## src/rtl/fetch_pkg.sv

```systemverilog
// Shared fetch-stage definitions: PC controller state encoding and PC arithmetic constants.
package fetch_pkg;

  typedef enum logic [1:0] {
    RUN   = 2'd0,
    FLUSH = 2'd1,
    HALT  = 2'd2
  } fetch_state_e;

  localparam int unsigned PC_W = 16;
  localparam logic [PC_W-1:0] PC_INC = 16'd1;

endpackage

```

## src/rtl/fetch_pc_ctrl.sv

```systemverilog
// Fetch PC controller: sequential increment, stall hold, branch redirect with IF flush, halt.
// Optional redirect counter port enabled by FETCH_PC_CTRL_REDIRECT_CNT_EN.
module fetch_pc_ctrl
  import fetch_pkg::*;
#(
  parameter int unsigned FLUSH_CYCLES = 2
) (
  input  logic            clock,
  input  logic            reset,
  input  logic [PC_W-1:0] pc_cur,
  input  logic            stall,
  input  logic            branch_taken,
  input  logic [PC_W-1:0] branch_target,
  input  logic            halt,
  output logic [PC_W-1:0] pc_next,
  output logic            pc_write,
  output logic            if_flush,
`ifdef FETCH_PC_CTRL_REDIRECT_CNT_EN
  output logic [15:0]     redirect_count,
`endif
  output logic            halted
);

  localparam logic [1:0] FLUSH_RELOAD = 2'(FLUSH_CYCLES - 1);

  fetch_state_e state_q, state_d;
  logic [1:0]   cnt_q, cnt_d;
  logic         halted_q, halted_d;
  logic         redirect;

  always_comb begin
    state_d  = state_q;
    cnt_d    = cnt_q;
    pc_next  = pc_cur;
    pc_write = 1'b0;
    if_flush = 1'b0;
    redirect = 1'b0;
    if (reset) begin
      state_d  = RUN;
      cnt_d    = '0;
      pc_next  = '0;
      if_flush = 1'b1;
    end else begin
      unique case (state_q)
        RUN: begin
          if (branch_taken) begin
            redirect = 1'b1;
          end else if (halt) begin
            state_d = HALT;
          end else if (!stall) begin
            pc_next  = pc_cur + PC_INC;
            pc_write = 1'b1;
          end
        end
        FLUSH: begin
          if (branch_taken) begin
            redirect = 1'b1;
          end else begin
            pc_next  = pc_cur + PC_INC;
            pc_write = 1'b1;
            if_flush = 1'b1;
            // cnt_q counts flush cycles still owed, including this one.
            if (cnt_q <= 2'd1) begin
              state_d = RUN;
              cnt_d   = '0;
            end else begin
              cnt_d = cnt_q - 2'd1;
            end
          end
        end
        HALT: ;
        default: state_d = RUN;
      endcase

      // The redirect cycle itself is the first flush cycle.
      if (redirect) begin
        pc_next  = branch_target;
        pc_write = 1'b1;
        if_flush = 1'b1;
        if (FLUSH_CYCLES > 1) begin
          state_d = FLUSH;
          cnt_d   = FLUSH_RELOAD;
        end else begin
          state_d = RUN;
          cnt_d   = '0;
        end
      end
    end
    halted_d = (state_d == HALT);
  end

  always_ff @(posedge clock) begin
    state_q  <= state_d;
    cnt_q    <= cnt_d;
    halted_q <= halted_d;
  end

  assign halted = halted_q & ~reset;

`ifdef FETCH_PC_CTRL_REDIRECT_CNT_EN
  logic [15:0] redirect_count_q, redirect_count_d;

  always_comb begin
    redirect_count_d = redirect_count_q;
    if (reset) begin
      redirect_count_d = '0;
    end else if (redirect && (redirect_count_q != '1)) begin
      redirect_count_d = redirect_count_q + 16'd1;
    end
  end

  always_ff @(posedge clock) begin
    redirect_count_q <= redirect_count_d;
  end

  assign redirect_count = redirect_count_q;
`endif

endmodule
```

## config.mk

```make
export PLATFORM = sky130hd
export DESIGN_NAME = fetch_pc_ctrl
export DESIGN_NICKNAME = d
export VERILOG_FILES = /design/src/rtl/fetch_pkg.sv /design/src/rtl/fetch_pc_ctrl.sv
export SDC_FILE = /design/constraint.sdc
export NUM_CORES = 1
export LEC_CHECK = 0
export ABC_AREA = 1
export ABC_CLOCK_PERIOD_IN_PS = 3500
export CORE_AREA = 10 10 49 78
export DETAILED_ROUTE_END_ITERATION = 10
export DIE_AREA = 0 0 59 88
export PLACE_DENSITY = 0.9
export REMOVE_ABC_BUFFERS = 1
export SETUP_SLACK_MARGIN = 0.05
export SLEW_MARGIN = 5
export SYNTH_ARGS = -nofsm -noshare
export SYNTH_HDL_FRONTEND = slang
export SYNTH_SLANG_ARGS = --single-unit
export TNS_END_PERCENT = 20
```

## constraint.sdc

```tcl
create_clock -name clock -period 3.5 [get_ports clock]
set_input_delay 0.35 -clock clock [delete_from_list [all_inputs] [get_ports clock]]
set_output_delay 0.35 -clock clock [all_outputs]
set_load 0.05 [all_outputs]
```

==> impl_metrics.toml <==
[sta]
fin_crit_sh_pct = 91.1
hold_ws_ps = 453
drv_slew = 0
tns_ps = 0
worst_slew_pin_slew_ps = 590
fmax_mhz = 314
setup_viol = 0
finalHoldViolations = 0
max-slew-margin-rel_pct = 60.6
rsz0062_at_grt = "false"
period_needed_ps = 3190
fin_worst_skew_ps = 8.55

[cells_and_area]
antenna_cells = 0
nets = 290
syn_to_final_growth_pct = 63.8
drive_gt1_share_pct = 13.5

[die]
fp.dieH_um = 88
floorplan.initialDensity_pct = 39.1
core_area_um2 = 2520
die_area_um2 = 5190
io_pins = 56
die_w_um = 59
rows = 24

[critical_path]
worst_setup_path_start_kind = "primary input"
worstSetupStartpoint = "pc_cur[0]"
reg2reg_slack_ps = 2010
critical_path_class = "in2out"
end_kind = "output pin"
critPathArrivalTime_ps = 2840
reg2reg_to = "state_q[0]"
required_ps = 3150
cp_max_fo = 5
reg2reg_depth = 6
rr_startpoint = "state_q[1]"
critPathCapture = "pc_next[14]"

[yosys]
synth_top_area_cell = "nand2_1"
synthSimpleGateAreaFrac_pct = 44.4
synth-main-ff-cell = "dfxtp_1"
synth_cell_types = 28
synth_area_leaders = "nand2_1 (21%), inv_1 (10%), dfxtp_1 (10%)"
synth_xor_area_share_pct = 0.888
synth_area_um2 = 986
async_reset_ff_share_pct = 0
synth_compound_area_share_pct = 27.8
synth_top_area_share_pct = 20.6
avgSynthCellArea_um2 = 5.22
postSynthCellCount = 189
ys_ff_latch = 5
synth_top_family_by_area = "simple AND/OR/NAND/NOR gates"
yosysWarnings = 0
synth_edf_count = 0
synth_seq_area_share_pct = 10.2
synthAdderAreaFrac_pct = 1.27
synthMuxAreaShare_pct = 0

[global_routing]
track_usage_pct = 14.4
grt_pass1_vias = 1395
grt_pass1_wl_mm = 6.19
grt_max_degree = 13
grt_overflow = 0
antenna_found_initial = 0

[clocking]
post_cts_buffers = 0
ctsHoldBuffers = 0
clock_path_buffers = 2
cts_htree_levels = 1
clkSlewWorstSetupHoldPaths_ps = 30
cts_tree = "built"
ctsRootBufferMaster = "clkbuf_8"
clk_latency_ps = 230
numCtsBuffers = 3
cts-resized-gates = 0
cts_sinks = 5

[route]
drt-total-wl_mm = 3.86
drtPass1Iterations = 4
antenna_left = 0
drc = 0
avgRoutedWirePerCell_um = 13.9
vias = 1440
vias_per_cell = 5.20
drt_iter0_markers = 50

[placement]
port_buffers = 55
gp_congestion = 0.914
dpl.hpwl_mm = 3.10

[power]
p_leak_uw = 0.000761
peakVddDrop_uv = 223
power_density_nw_per_um2 = 251

[status]
status = "complete, no violations"

[hold_path]
hold_class = "reg2reg"

[job]
max_cap_violations = 0
==> synth_stat cells, types with 2 or more instances <==
cell / n
a21oi_1: 15
nand2_1: 54
nand3_1: 12
o21ai_0: 18
nand4_1: 7
a31oi_1: 2
nor2_1: 12
inv_2: 5
nor2_2: 5
dfxtp_1: 5
inv_1: 27
nor3_1: 4
buf_4: 2
a211oi_1: 2
o21ai_1: 5
nand2_4: 2
==> cells by family after synthesis <==
kind of cell,Yosys count
AND/OR/NAND/NOR,98
AO/OA/AOI/OAI,48
buffers and inverters,36
flip-flops,5
XOR/XNOR,1
adder cells (fa/ha/maj),1
==> worst max-delay path, stage by stage <==
cell and delay [ps]:
clkdlybuf4s50_1 530, ha_1 210, inv_1 70, nor2_1 140, nand2_1 150, nor3_1 320
a21oi_1 110, o21ai_1 140, clkdlybuf4s50_1 810
==> cells in the final DEF (no fill, tap or decap) <==
cell type,n
a211oi_1,2
a21boi_0,1
a21oi_1,15
a21oi_2,1
a31oi_1,2
buf_4,13
clkbuf_1,1
clkbuf_8,3
clkdlybuf4s50_1,48
dfxtp_1,5
ha_1,1
inv_1,27
inv_2,5
inv_4,1
nand2_1,54
nand2_2,1
nand2_4,2
nand3_1,12
nand4_1,7
nor2_1,12
nor2_2,5
nor3_1,4
nor4_1,1
o211ai_2,1
o21ai_0,18
o21ai_1,5
o21ai_2,1
o21bai_2,1
o31ai_1,1
xnor2_1,1
==> flip-flops by register name, summed over array words and instances (netlist names) <==
signal and flops:
halted_q 1, cnt_q 2, state_q 2
==> per-stage QoR <==
step                power [uW]  instances  util [%]  area, um2  setup slack [ps]
finish                     405        277      64.0       1620               311
global placement           291        273      62.3       1570               373
detailed placement         293        273      62.3       1570               337
floorplan                  192        186         -        960               819
global route               429        277      64.0       1620               112
CTS                        407        277      64.0       1620               330
==> where the power goes <==
group	switching (uW)	internal (uW)
combinational	139	90.8
sequential	3.94	60.5
clock	32.5	78.6
total	175	230
==> layout make-up <==
class                      instances  area (um2)
clock buffer                       4        45.0
fill                             240         907
inverter                          33         126
timing repair buffer              61         578
sequential                         5         100
tap                               26        32.5
multi-input combinational        148         733
==> worst min path at each step <==
stage,from,to,cells after the start,slack [ps]
floorplan,cnt_q[1],cnt_q[1],2,430
global placement,cnt_q[1],cnt_q[1],2,440
detailed placement,cnt_q[1],cnt_q[1],2,450
CTS,cnt_q[1],cnt_q[1],2,450
global route,cnt_q[1],cnt_q[1],2,470
finish,cnt_q[1],cnt_q[1],2,450
==> routing by layer <==
layer  up-vias  wire, um  track usage [%]
li1        747         -                -
met4         0        71             6.08
met2        50      2020             26.2
met1       635      1510             14.4
met5         -         0                0
met3         8       250             4.49
Note: power is estimated with default switching activity, not from simulation.
